**config.mk**
```make
export PLATFORM = sky130hd
export DESIGN_NAME = ws2812_stream_tx
export DESIGN_NICKNAME = d
export VERILOG_FILES = /design/src/rtl/ws2812_pkg.sv /design/src/rtl/ws2812_bit_timer.sv /design/src/rtl/ws2812_stream_tx.sv
export SDC_FILE = /design/constraint.sdc
export NUM_CORES = 1
export LEC_CHECK = 0
export CORE_MARGIN = 1.5
export CORE_UTILIZATION = 45
export CTS_CLUSTER_DIAMETER = 30
export DETAILED_ROUTE_END_ITERATION = 12
export GPL_ROUTABILITY_DRIVEN = 0
export HOLD_SLACK_MARGIN = 0.02
export SYNTH_ARGS = -nofsm -noshare
export SYNTH_HDL_FRONTEND = slang
export SYNTH_SLANG_ARGS = --single-unit
```
**constraint.sdc**
```tcl
create_clock -name clk -period 4.6 [get_ports clk]
set_input_delay 0.92 -clock clk [delete_from_list [all_inputs] [get_ports clk]]
set_output_delay 0.92 -clock clk [all_outputs]
set_load 0.02 [all_outputs]
```
**src/rtl/ws2812_pkg.sv**
```systemverilog
// Shared types and timing math for the WS2812 LED pipeline.
// The timing helpers are also used by the LED-state stage, so keep them pure integer math.
package ws2812_pkg;

    typedef logic [23:0] pixel_t;

    typedef enum logic [1:0] {
        IDLE  = 2'd0,
        SEND  = 2'd1,
        LATCH = 2'd2
    } state_t;

    function automatic int ns_to_cyc(input int clk_mhz, input int ns);
        return (clk_mhz * ns) / 1000;
    endfunction

    function automatic int us_to_cyc(input int clk_mhz, input int us);
        return clk_mhz * us;
    endfunction

endpackage

```
**src/rtl/ws2812_bit_timer.sv**
```systemverilog
// Pulse-width shaping for one WS2812 bit: line level and end-of-bit strobe from the cycle count.
module ws2812_bit_timer #(
    parameter int T0H_CYC  = 9,
    parameter int T1H_CYC  = 18,
    parameter int TBIT_CYC = 33,
    parameter int CW       = $clog2(TBIT_CYC)
) (
    input  logic [CW-1:0] cyc_cnt,
    input  logic          bit_val,
    input  logic          en,
    output logic          data_lvl,
    output logic          bit_end
);

    localparam logic [CW-1:0] T0H_W  = CW'(T0H_CYC);
    localparam logic [CW-1:0] T1H_W  = CW'(T1H_CYC);
    localparam logic [CW-1:0] TEND_W = CW'(TBIT_CYC - 1);

    always_comb begin
        data_lvl = en & (cyc_cnt < (bit_val ? T1H_W : T0H_W));
        bit_end  = en & (cyc_cnt == TEND_W);
    end

endmodule

```
**src/rtl/ws2812_stream_tx.sv**
```systemverilog
// WS2812 stream serializer: one-word holding buffer, 24-bit shift register, NRZ bit timing
// and the end-of-frame latch period.
//
//   state | meaning
//   IDLE  | line low, waiting for a buffered word
//   SEND  | shifting SR out MSB-first, one bit per TBIT_CYC cycles
//   LATCH | line held low for RST_CYC cycles to latch the chain
module ws2812_stream_tx
    import ws2812_pkg::*;
#(
    parameter int CLK_MHZ  = 27,
    parameter int T0H_NS   = 350,
    parameter int T1H_NS   = 700,
    parameter int TBIT_NS  = 1250,
    parameter int RESET_US = 60
) (
    input  logic        clk,
    input  logic        rst_n,
    input  logic [23:0] pix_data,
    input  logic        pix_valid,
    input  logic        pix_last,
    output logic        pix_ready,
    output logic        data,
    output logic        busy,
    output logic        frame_done,
    output logic        underrun
);

    localparam int T0H_CYC  = ns_to_cyc(CLK_MHZ, T0H_NS);
    localparam int T1H_CYC  = ns_to_cyc(CLK_MHZ, T1H_NS);
    localparam int TBIT_CYC = ns_to_cyc(CLK_MHZ, TBIT_NS);
    localparam int RST_CYC  = us_to_cyc(CLK_MHZ, RESET_US);
    localparam int CW       = $clog2(TBIT_CYC);
    localparam int LW       = $clog2(RST_CYC + 1);

    localparam logic [LW-1:0] LAT_END  = LW'(RST_CYC - 1);
    localparam logic [4:0]    LAST_BIT = 5'd23;

    state_t        state_q, state_d;
    pixel_t        sr_q, sr_d;
    logic          sr_last_q, sr_last_d;
    pixel_t        hb_q, hb_d;
    logic          hb_last_q, hb_last_d;
    logic          hb_full_q, hb_full_d;
    logic [4:0]    bit_cnt_q, bit_cnt_d;
    logic [CW-1:0] cyc_cnt_q, cyc_cnt_d;
    logic [LW-1:0] lat_cnt_q, lat_cnt_d;

    logic accept;
    logic drain;
    logic bit_end;
    logic data_lvl;

    assign accept    = pix_valid & ~hb_full_q;
    assign pix_ready = ~hb_full_q;
    assign busy      = (state_q != IDLE);
    assign data      = data_lvl;

    ws2812_bit_timer #(
        .T0H_CYC  (T0H_CYC),
        .T1H_CYC  (T1H_CYC),
        .TBIT_CYC (TBIT_CYC),
        .CW       (CW)
    ) u_bit_timer (
        .cyc_cnt  (cyc_cnt_q),
        .bit_val  (sr_q[23]),
        .en       (state_q == SEND),
        .data_lvl (data_lvl),
        .bit_end  (bit_end)
    );

    always_comb begin
        state_d    = state_q;
        sr_d       = sr_q;
        sr_last_d  = sr_last_q;
        hb_d       = hb_q;
        hb_last_d  = hb_last_q;
        hb_full_d  = hb_full_q;
        bit_cnt_d  = bit_cnt_q;
        cyc_cnt_d  = cyc_cnt_q;
        lat_cnt_d  = lat_cnt_q;
        drain      = 1'b0;
        frame_done = 1'b0;
        underrun   = 1'b0;

        case (state_q)
            IDLE: begin
                if (hb_full_q) begin
                    sr_d      = hb_q;
                    sr_last_d = hb_last_q;
                    drain     = 1'b1;
                    bit_cnt_d = LAST_BIT;
                    cyc_cnt_d = '0;
                    state_d   = SEND;
                end
            end
            SEND: begin
                if (bit_end) begin
                    cyc_cnt_d = '0;
                    if (bit_cnt_q != 5'd0) begin
                        sr_d      = {sr_q[22:0], 1'b0};
                        bit_cnt_d = bit_cnt_q - 5'd1;
                    end else if (sr_last_q) begin
                        lat_cnt_d = '0;
                        state_d   = LATCH;
                    end else if (hb_full_q) begin
                        // back-to-back reload keeps the bit stream gap-free
                        sr_d      = hb_q;
                        sr_last_d = hb_last_q;
                        drain     = 1'b1;
                        bit_cnt_d = LAST_BIT;
                    end else begin
                        underrun = 1'b1;
                        state_d  = IDLE;
                    end
                end else begin
                    cyc_cnt_d = cyc_cnt_q + 1'b1;
                end
            end
            LATCH: begin
                if (lat_cnt_q == LAT_END) begin
                    frame_done = 1'b1;
                    lat_cnt_d  = '0;
                    state_d    = IDLE;
                end else begin
                    lat_cnt_d = lat_cnt_q + 1'b1;
                end
            end
            default: state_d = IDLE;
        endcase

        // a refill in the same cycle as a drain leaves the buffer full with the new word
        if (accept) begin
            hb_d      = pix_data;
            hb_last_d = pix_last;
            hb_full_d = 1'b1;
        end else if (drain) begin
            hb_full_d = 1'b0;
        end
    end

    always_ff @(posedge clk) begin
        if (!rst_n) begin
            state_q   <= IDLE;
            sr_q      <= '0;
            sr_last_q <= 1'b0;
            hb_q      <= '0;
            hb_last_q <= 1'b0;
            hb_full_q <= 1'b0;
            bit_cnt_q <= '0;
            cyc_cnt_q <= '0;
            lat_cnt_q <= '0;
        end else begin
            state_q   <= state_d;
            sr_q      <= sr_d;
            sr_last_q <= sr_last_d;
            hb_q      <= hb_d;
            hb_last_q <= hb_last_d;
            hb_full_q <= hb_full_d;
            bit_cnt_q <= bit_cnt_d;
            cyc_cnt_q <= cyc_cnt_d;
            lat_cnt_q <= lat_cnt_d;
        end
    end

endmodule

```
# Word level (Yosys, flattened, before mapping)
# Index checks and enable logic that the tools add are counted.
# totals
reg_bits,75
output_inout_bits,5
# classes
addsub,3
n_lt_le_gt_ge,1
n_eq_ne,11
n_mux,46
bitwise,4
reduce_logical,11
# op_table
operator,count
$mux W24,4
$pmux W24 S2,1
$mux W11,4
$mux W5,5
$pmux W11 S2,1
$mux W1,18
$mux W2,6
$mux W6,2
$pmux W6 S2,1
$add A11 B1 Y11 const B,1
$eq A11 B11 Y1 const B,1
$ne A2 B2 Y1 const B,5
$pmux W5 S2,1
$reduce_and A4 Y1,2
$reduce_bool A2 Y1,4
$add A6 B1 Y6 const B,1
$eq A6 B6 Y1 const B,1
$lt A6 B6 Y1,1
$ne A3 B3 Y1 const B,2
$pmux W2 S3,1
$reduce_and A5 Y1,1
$reduce_bool A5 Y1,1
$sub A5 B1 Y5 const B,1
$pmux W1 S2,2
other kinds (7),9

# Logic depth before layout (Yosys ltp)
# Gate-level depths: netlist (run 1).
# logic_depth
depth_word,7
depth_mapped,9

# Hierarchy
# A second synthesis (run 1) with hierarchy kept.
# hier_totals
cells_unflattened,398
area_unflattened_um2,3604.7
# modules_own_cells
mod,instances,cells_per_inst,area_each_um2,seq_area_each_um2
ws2812_stream_tx,1,386,3500.9,1501.4
ws2812_bit_timer,1,12,103.8,0.0

# Worst setup path after synthesis (run 1)
# OpenSTA, ideal clock, no wires.
# synth_path
path_kind,reg2out
startpoint,register sr_q[23]
endpoint,output port data
arrival_ns,2.069
required_time_ns,3.680
slack_ns,1.611
stages_incl_launch_ff,7
n_path_buf,0
path_cell_list,dfxtp_1 > inv_1 > ha_1 > o21ai_0 > nand2_1 > a21o_1 > a2111oi_0
# synth_via
elab_chain_cells,3
# synth_rtl
item,line_no,rtl
"start, declared",ws2812_stream_tx.sv:40,"pixel_t sr_q, sr_d;"
"start signal, assigned",ws2812_stream_tx.sv:155,sr_q <= sr_d;
$mux W5,ws2812_bit_timer.sv:20,data_lvl = en & (cyc_cnt < (bit_val ? T1H_W : T0H_W));
$lt A6 B6 Y1,ws2812_bit_timer.sv:20,
$and A1 B1 Y1,ws2812_bit_timer.sv:20,
"end, declared",ws2812_stream_tx.sv:23,"output logic data,"
# Every way passes these cells.

# Worst setup path after layout (run 1)
# layout_path
startpoint,register cyc_cnt_q[0]
endpoint,output port underrun
# layout_via
elab_chain_cells,4
# layout_rtl
item,line_no,rtl
"start, declared",ws2812_stream_tx.sv:46,"logic [CW-1:0] cyc_cnt_q, cyc_cnt_d;"
"start signal, assigned",ws2812_stream_tx.sv:161,cyc_cnt_q <= cyc_cnt_d;
$eq A6 B6 Y1,ws2812_bit_timer.sv:21,bit_end = en & (cyc_cnt == TEND_W);
$and A1 B1 Y1,ws2812_bit_timer.sv:21,
$mux W1,ws2812_stream_tx.sv:98,if (bit_end) begin
$mux W1,ws2812_stream_tx.sv:86,case (state_q)
"end, declared",ws2812_stream_tx.sv:26,output logic underrun
# Every way passes these cells.

==> results of run 1 <==
-- layout by cell type, fill, tap and decap left out, types with 5 or more instances in the layout --
cell type and instances:
a41oi_1 5, mux2i_1 6, nand3_1 36, dfxtp_1 75, o21ai_0 27, clkdlybuf4s50_1 32
clkbuf_8 10, buf_4 7, nand3b_1 6, inv_1 8, a21oi_1 61, nor2_1 9
mux2_4 16, and2_1 23, nand2_1 67, nand4_1 5, mux2_2 7, ha_1 7
-- per-stage QoR --
step	setup slack (ns)	cells	utilization	hold WS [ns]	cell area (µm²)
2_1_floorplan	1.611	462	-	0.4329	3867
3_3_place_gp	1.587	567	0.5092	0.4416	4205
3_5_place_dp	1.515	567	0.5092	0.4458	4205
4_1_cts	1.105	583	0.5320	0.4569	4393
5_1_grt	0.9616	583	0.5320	0.4696	4393
6_report	1.105	583	0.5320	0.4542	4393
-- worst max-delay path by stage --
stage / end / slack [ns] / cells past startpoint
2_1_floorplan: data / 1.61 / 6
3_3_place_gp: underrun / 1.59 / 6
3_5_place_dp: underrun / 1.52 / 6
4_1_cts: underrun / 1.10 / 6
5_1_grt: underrun / 0.96 / 6
6_report: underrun / 1.11 / 6
-- cell type report --
cell class | instances | area, µm²
inverters | 9 | 33.78
clock buffers | 14 | 152.6
repair buffers | 39 | 372.9
flip-flops and latches | 75 | 1501
well taps | 105 | 131.4
clock inverters | 2 | 35.03
multi-input cells | 339 | 2166
fillers | 805 | 3865
-- sequential cells by signal, summed over array words and instances (netlist names), 2 cells and up --
| register | flops |
|---|---|
| state_q | 2 |
| sr_q | 24 |
| hb_q | 24 |
| bit_cnt_q | 5 |
| lat_cnt_q | 11 |
| cyc_cnt_q | 6 |
-- critical path, delay by kind of cell (launching register included) --
family / cells / cell delay (ns)
and+or+nand+nor: 3 / 0.99
adders and majority gates: 1 / 0.15
buffers and inverters: 2 / 0.73
DFF: 1 / 0.35
-- metal layers --
metal / share of wire / vias up
met5: 0 / -
met4: 0.0094 / 0
met3: 0.045 / 7
met2: 0.45 / 75
met1: 0.49 / 1537
li1: - / 1673
-- power breakdown --
part           switching (mW)  total, mW  leakage (nW)  internal (mW)
logic                   0.132      0.214         0.946         0.0825
registers              0.0177      0.692         0.610          0.675
clock network           0.243      0.510        0.0947          0.266
total                   0.393       1.42          1.65           1.02
-- cell families after synthesis --
logic type	synth area share
xor+xnor	0.002265
fa+ha+maj	0.02265
compound gates	0.1935
buf+inv	0.05467
mux	0.09803
simple gates	0.2407
flops	0.3882
==> impl_results.md, run 1 <==
* Netlist cell types at 54
* Synth Flop Type: dfxtp_1
* Period utilization at 0.7597
* Fmax at 0.2862 GHz
* Inserted Diodes at 0
* Die area at 0.009159 mm²
* Synth top area share at 0.3882
* Grt met1 use at 0.2749
* RSZ-0062 raised after global routing: no
* Initial core utilization at 0.4683
* Hold Buf Count CTS at 0
* MaxCap Viol Count at 0
* Resized cells post-CTS at 0
* Seq/Total Area, Yosys at 0.3882
* Ratio of cells with drive above 1 in the final layout at 0.1172
* Final setup viols at 0
* Flop-to-flop setup slack at 1.59 ns
* CTS Sinks at 75
* Status: finished, final reports clean
* Sum Neg Setup Slack at 0 ns
* CTS Buf Count at 9
* Met2 GRT Util at 0.3363
* Die X at 95.71 µm
* FF-to-FF End: sr_q[18]
* DRC Markers at 0
* Worst Max-Slew Pin Slew at 1.006 ns
* Tot GR Track Use at 0.2076
* Slew headroom at 0.3266
* Final Max Slew Viols at 0
* Max FO, Critical Path at 9
* Yosys warning count at 0
* Final min period at 3.495 ns
* CP Data Required Time at 3.68 ns
* Reg2Reg Depth at 7
* Antenna-violating nets left at 0
* Final Hold Viols at 0
* Syn_area_per_cell at 8.371 µm²
* WP data arrival at 2.57 ns
* Met3 Use GR at 0.03239
* 1st-pass router iterations at 4
* Initial antenna violation count at 0
* Reg clk slew, reported paths at 0.08 ns
* Total grt overflow at 0
* Dpl hpwl at 5.297 mm
* Dominant cell type by area after synthesis: dfxtp_1
* Worst reg2reg startpoint: bit_cnt_q[0]
* CTS tree: done
* Htree depth at 3
* Final total power at 1.416 mW
* DR vias/cell at 5.647
* Top cells by area, synth: dfxtp_1 (39%), a21oi_1 (7.9%), nand2_1 (6.5%)
* Worst setup path category: register to primary output
* Post-synth EDFFs at 0
* Seq cells post-synth at 75
* CP cell instances: inv_1 -> ha_1 -> nor4b_4 -> nand3_1 -> nor4_1 -> clkdlybuf4s50_1
* Row cnt at 33
* Hold WC Path Type: register to register
* GRT busiest layer: met2
* Largest net degree at the start of global routing at 61
* Number of global-route vias before repair at 3127
* Pleak at 1.651 nW
* Root Buffer: clkbuf_8
* Port bufs at 32
* Netlist Area Pre-Place at 0.003867 mm²
* DR iter-0 viols at 224
* Worst Skew at 0.01058 ns
* Power density cells at 322.4 mW/mm²
* CP max stage delay at 0.65 ns
* Die Span Y at 95.71 µm
* Crit. Startpoint: cyc_cnt_q[0]
* CP endpoint kind: primary output
* Worst skew pair latency at 0.35 ns
* Crit start category: register
* Setup Buffers After CTS at 0
* Max clock buf depth at 2
* Hold endpoint: hb_q[23]
* Core area at 0.008258 mm²
* Vias after detailed routing at 3292
* Mapped Cells at 462
* Slowest-stage cell, CP: clkdlybuf4s50_1
* Most frequent cells after synthesis: dfxtp_1 (75), nand2_1 (67), a21oi_1 (61)
* First-pass GRT wire length at 14.82 mm
* Worst hold stages at 2
* Growth of design area from synthesis to finish at 13.59%
* Wirelength, routed at 8.738 mm
* Syn Nets at 497
* Most frequent cell after synthesis: dfxtp_1
* Final nets at 508
* VDD IR max at 0.1579 mV
* Start point of the worst hold path: hb_q[23]
* Drt wl/cell at 14.99 µm
* I/O pins at 33
* Synth async-reset ratio at 0
(Power assumes the default switching activity.)
==> run 2, diff against run 1 <==
- clock period: 4.6 -> 3.52 ns (I/O delays scaled with it)
==> impl_results.md, run 2 (synthesis gave the netlist of run 1 again) <==
* Worst hold stages at 2 (unchanged)
* Final total power at 1.805 mW (+27%)
* Max Used Layer: met4
* Slew headroom at 0.3920 (+0.06544)
* DR vias/cell at 5.630 (-0.30%)
* Worst Max-Slew Pin Slew at 0.9098 ns (-0.09582 ns)
* Ratio of cells with drive above 1 in the final layout at 0.1310 (+0.01382)
* Growth of design area from synthesis to finish at 14.23%
* Final nets at 511 (+0.59%)
* Worst setup path category: register to primary output
* CTS tree: done
* Hold Buf Count CTS at 0 (unchanged)
* Worst skew pair latency at 0.36 ns (about the same)
* Period utilization at 0.8834
* First-pass GRT wire length at 14.75 mm (-0.51%)
* CP endpoint kind: primary output
* Inserted Diodes at 0 (unchanged)
* Core area at 0.008258 mm² (unchanged)
* Layout fillers at 821 (+2.0%)
* Met3 wire len at 329 µm (-17%)
* DP Cell Count at 570 (+0.53%)
* Hold WC Path Type: register to register
* Final min period at 3.109 ns
* Vias after detailed routing at 3299 (+0.21%)
* Initial antenna violation count at 0 (unchanged)
* 1st-pass router iterations at 4 (unchanged)
* RSZ-0062 raised after global routing: no
* DRT met1 WL at 4.118 mm (-4.3%)
* Fmax at 0.3216 GHz
* Status: finished, final reports clean
* Resized cells post-CTS at 0 (unchanged)
* Final Hold Viols at 0 (unchanged)
* I/O pins at 33 (unchanged)
* Top Registers: hb_q x24, sr_q x24, lat_cnt_q x11
* WP data arrival at 2.41 ns (-0.16 ns)
* Root Buffer: clkbuf_8
* Pleak at 1.667 nW (+1.0%)
* Tot GR Track Use at 0.2072 (-0.0003326)
* Hold slack at 0.4537 ns (-0.0005110 ns)
* Die X at 95.71 µm (unchanged)
* Dpl hpwl at 5.442 mm (+2.7%)
* DRC Markers at 0 (unchanged)
* Commonest non-fill, non-tap cell in the layout: dfxtp_1
* Power density cells at 408.6 mW/mm² (+27%)
* CP Data Required Time at 2.82 ns (-0.86 ns)
* CTS Sinks at 75 (unchanged)
* WL met2 at 4.096 mm (+3.5%)
* Sum Neg Setup Slack at 0 ns (unchanged)
* Worst Skew at 0.01028 ns (-0.0002991 ns)
* Reg2Reg Depth at 7 (unchanged)
* Total grt overflow at 0 (unchanged)
* Final Max Slew Viols at 0 (unchanged)
* Final setup viols at 0 (unchanged)
* MaxCap Viol Count at 0 (unchanged)
* VDD IR max at 0.2094 mV (+33%)
* Wirelength, routed at 8.626 mm (-1.3%)
* Final std cells w/o fill at 586 (+0.51%)
* Reg clk slew, reported paths at 0.08 ns (about the same)
* Number of global-route vias before repair at 3076 (-1.6%)
* Row cnt at 33 (unchanged)
* Leading cell types in the layout, fill and taps excluded: dfxtp_1 (75), nand2_1 (67), a21oi_1 (61)
* Port bufs at 32 (unchanged)
* Initial core utilization at 0.4683 (unchanged)
* Max clock buf depth at 2 (unchanged)
* Max FO, Critical Path at 3 (-6)
* Largest net degree at the start of global routing at 47 (-23%)
* Setup Buffers After CTS at 0 (unchanged)
* Die Span Y at 95.71 µm (unchanged)
* Antenna-violating nets left at 0 (unchanged)
* CTS Buf Count at 9 (unchanged)
* Htree depth at 3 (unchanged)
* Final Util at 0.5350 (+0.003030)
* Die area at 0.009159 mm² (unchanged)
* Drt wl/cell at 14.72 µm (-1.8%)
* Crit start category: register
* DR iter-0 viols at 187 (-17%)
==> run 2: critical path, stage by stage (launching register included) <==
cell and delay (ns):
dfxtp_1 0.35, inv_1 0.08, ha_1 0.27, o21ai_0 0.07, nand2_1 0.07, a21o_1 0.17
a2111oi_0 0.37, clkdlybuf4s50_1 0.67
==> run 2: power breakdown <==
part           switching (mW)  internal (mW)
registers              0.0227          0.882
logic                   0.174          0.115
clock network           0.337          0.275
total                   0.534           1.27
==> run 2: final cells by class <==
class                      count  area, µm²  area share
sequential                    75       1501      0.3398
multi-input combinational    339       2166      0.4902
timing repair buffer          42      407.9     0.09233
tap                          105      131.4     0.02974
clock buffer                  10      137.6     0.03115
inverter                       9      33.78    0.007647
clock inverter                 6      40.04    0.009063
==> run 2: path summary, 6_finish.rpt <==
| check | slack [ns] | start | to |
|---|---|---|---|
| worst max-delay path | 0.41 | sr_q[23] | data |
| worst min register to register | 0.45 | hb_q[9] | hb_q[9] |
| worst max register to register | 0.97 | bit_cnt_q[0] | lat_cnt_q[3] |
| worst min-delay path | 0.45 | hb_q[9] | hb_q[9] |
==> run 2: stage by stage <==
| step | cell area (µm²) | worst slack [ns] |
|---|---|---|
| after floorplan | 3867 | 0.7470 |
| after global placement | 4240 | 0.8024 |
| after detailed placement | 4240 | 0.7601 |
| after CTS | 4418 | 0.3714 |
| after global routing | 4418 | 0.2450 |
| final | 4418 | 0.4106 |
==> run 2: metal layers <==
metal / vias up / track usage
li1: 1673 / -
met5: - / 0
met1: 1562 / 0.2642
met3: 7 / 0.05924
met4: 0 / 0.04779
met2: 57 / 0.3451
==> run 3, diff against run 2 <==
- CORE_UTILIZATION: 45 -> 40
==> impl_results.md, run 3 (synthesis gave the netlist of run 1 again) <==
* CTS Sinks at 75 (unchanged)
* Flop-to-flop setup slack at 0.92 ns (-0.05 ns)
* Register Area at 0.001501 mm² (unchanged)
* Final std cells w/o fill at 612 (+4.4%)
* Footprint of the multi-input gates at 0.002166 mm² (unchanged)
* I/O pins at 33 (unchanged)
* Slew headroom at 0.4433 (+0.05128)
* Worst skew pair latency at 0.35 ns (about the same)
* Fmax at 0.3147 GHz (-2.2%)
* Ratio of cells with drive above 1 in the final layout at 0.1346 (+0.003598)
* RSZ-0062 raised after global routing: no
* Start point of the worst hold path: hb_q[5]
* Root Buffer: clkbuf_8
* CTS Buf Count at 9 (unchanged)
* Final setup viols at 0 (unchanged)
* Final nets at 513 (+0.39%)
* Drt wl/cell at 14.26 µm (-3.1%)
* DP Cell Count at 596 (+4.6%)
* Wirelength, routed at 8.729 mm (+1.2%)
* Max FO, Critical Path at 9 (+6)
* Port bufs at 32 (unchanged)
* CP endpoint kind: primary output
* Growth of design area from synthesis to finish at 18.25%
* Worst reg2reg startpoint: bit_cnt_q[0]
* Total grt overflow at 0 (unchanged)
* Worst setup path category: register to primary output
* CP Data Required Time at 2.82 ns (about the same)
* Vias after detailed routing at 3332 (+1.0%)
* Worst Skew at 0.01391 ns (+0.003636 ns)
* Worst hold stages at 2 (unchanged)
* Die Span Y at 101.3 µm (+5.9%)
* MaxCap Viol Count at 0 (unchanged)
* Row cnt at 35 (+6.1%)
* Initial core utilization at 0.4146 (-0.05371)
* FF-to-FF End: sr_q[2]
* Final min period at 3.178 ns (+0.06865 ns)
* Initial antenna violation count at 0 (unchanged)
* Reg2Reg Depth at 7 (unchanged)
* Crit start category: register
* DR vias/cell at 5.444 (-3.3%)
* Power density cells at 469.3 mW/mm² (+15%)
* Number of global-route vias before repair at 3107 (+1.0%)
* Leading cell types in the layout, fill and taps excluded: dfxtp_1 (75), nand2_1 (67), a21oi_1 (61)
* Setup Buffers After CTS at 0 (unchanged)
* VDD IR max at 0.2019 mV (-3.6%)
* DR iter-0 viols at 107 (-43%)
* Worst Max-Slew Pin Slew at 0.8330 ns (-0.07674 ns)
* Resized cells post-CTS at 0 (unchanged)
* WP data arrival at 2.47 ns (+0.06 ns)
* Die X at 101.3 µm (+5.9%)
* First-pass GRT wire length at 14.86 mm (+0.75%)
* Top Registers: hb_q x24, sr_q x24, lat_cnt_q x11
* Antenna-violating nets left at 0 (unchanged)
* Layout fillers at 917 (+12%)
* Status: finished, final reports clean
* Sum Neg Setup Slack at 0 ns (unchanged)
* Core area at 0.009328 mm² (+13%)
* DRC Markers at 0 (unchanged)
* Largest net degree at the start of global routing at 40 (-15%)
* Period utilization at 0.9029 (+0.01950)
* Hold endpoint: hb_q[5]
* Final Hold Viols at 0 (unchanged)
* Reg clk slew, reported paths at 0.08 ns (about the same)
* Pleak at 1.728 nW (+3.7%)
* Final Max Slew Viols at 0 (unchanged)
* Commonest non-fill, non-tap cell in the layout: dfxtp_1
* Dpl hpwl at 5.504 mm (+1.1%)
* Hold WC Path Type: register to register
* 1st-pass router iterations at 4 (unchanged)
* CTS tree: done
* Inserted Diodes at 0 (unchanged)
* Max clock buf depth at 2 (unchanged)
* Htree depth at 3 (unchanged)
* Hold Buf Count CTS at 0 (unchanged)
* Die area at 0.01027 mm² (+12%)
* Tot GR Track Use at 0.1801 (-0.02712)
-- run 3: cell count changes in the layout (fill, tap and decap cells not counted), sizes merged --
cell | before | now
bufinv | 0 | 5
buf | 10 | 12
clkinv | 5 | 3
clkbuf | 10 | 9
clkinvlp | 1 | 0
inv | 9 | 8
-- run 3: per-layer routing --
layer  vias to the layer above  part of all wire  GRT usage
met5                         -                 0          0
met4                         0             0.013    0.05876
met3                        10             0.029    0.03451
met2                        58              0.46     0.2865
met1                      1582              0.49     0.2463
li1                       1682                 -          -
-- run 3: how the worst max path moves through the flow --
stage,from,endpoint,cells after the start
2_1_floorplan,sr_q[23],data,6
3_3_place_gp,cyc_cnt_q[0],underrun,7
3_5_place_dp,sr_q[23],data,7
4_1_cts,sr_q[23],data,7
5_1_grt,sr_q[23],data,7
6_report,cyc_cnt_q[0],underrun,7
-- run 3: cell type report --
type	count	area share
multi-input cells	339	0.4736
flip-flops and latches	75	0.3283
repair buffers	44	0.09248
clock inverters	7	0.03584
well taps	129	0.03529
clock buffers	9	0.02709
inverters	9	0.007387
-- run 3: through the flow --
step	setup slack [ns]	power, mW	cell area (µm²)	hold slack (ns)	utilization
6_report	0.3419	2.146	4573	0.4551	0.4903
5_1_grt	0.07697	2.241	4573	0.4702	0.4903
4_1_cts	0.3065	2.167	4573	0.4581	0.4903
3_5_place_dp	0.6873	1.216	4285	0.4464	0.4594
3_3_place_gp	0.7559	1.212	4285	0.4430	0.4594
2_1_floorplan	0.7470	1.117	3867	0.4329	-
-- run 3: worst max-delay path, cell delays in order (launching register included) --
cell and delay (ns):
dfxtp_1 0.35, inv_1 0.09, ha_1 0.15, nor4b_4 0.18, buf_4 0.21, nand3_1 0.15, nor4_1 0.32, clkdlybuf4s50_1 0.68
-- run 3: power by group --
part	internal [mW]	switching, mW
sequential	0.882	0.0230
clock	0.615	0.336
combinational	0.117	0.174
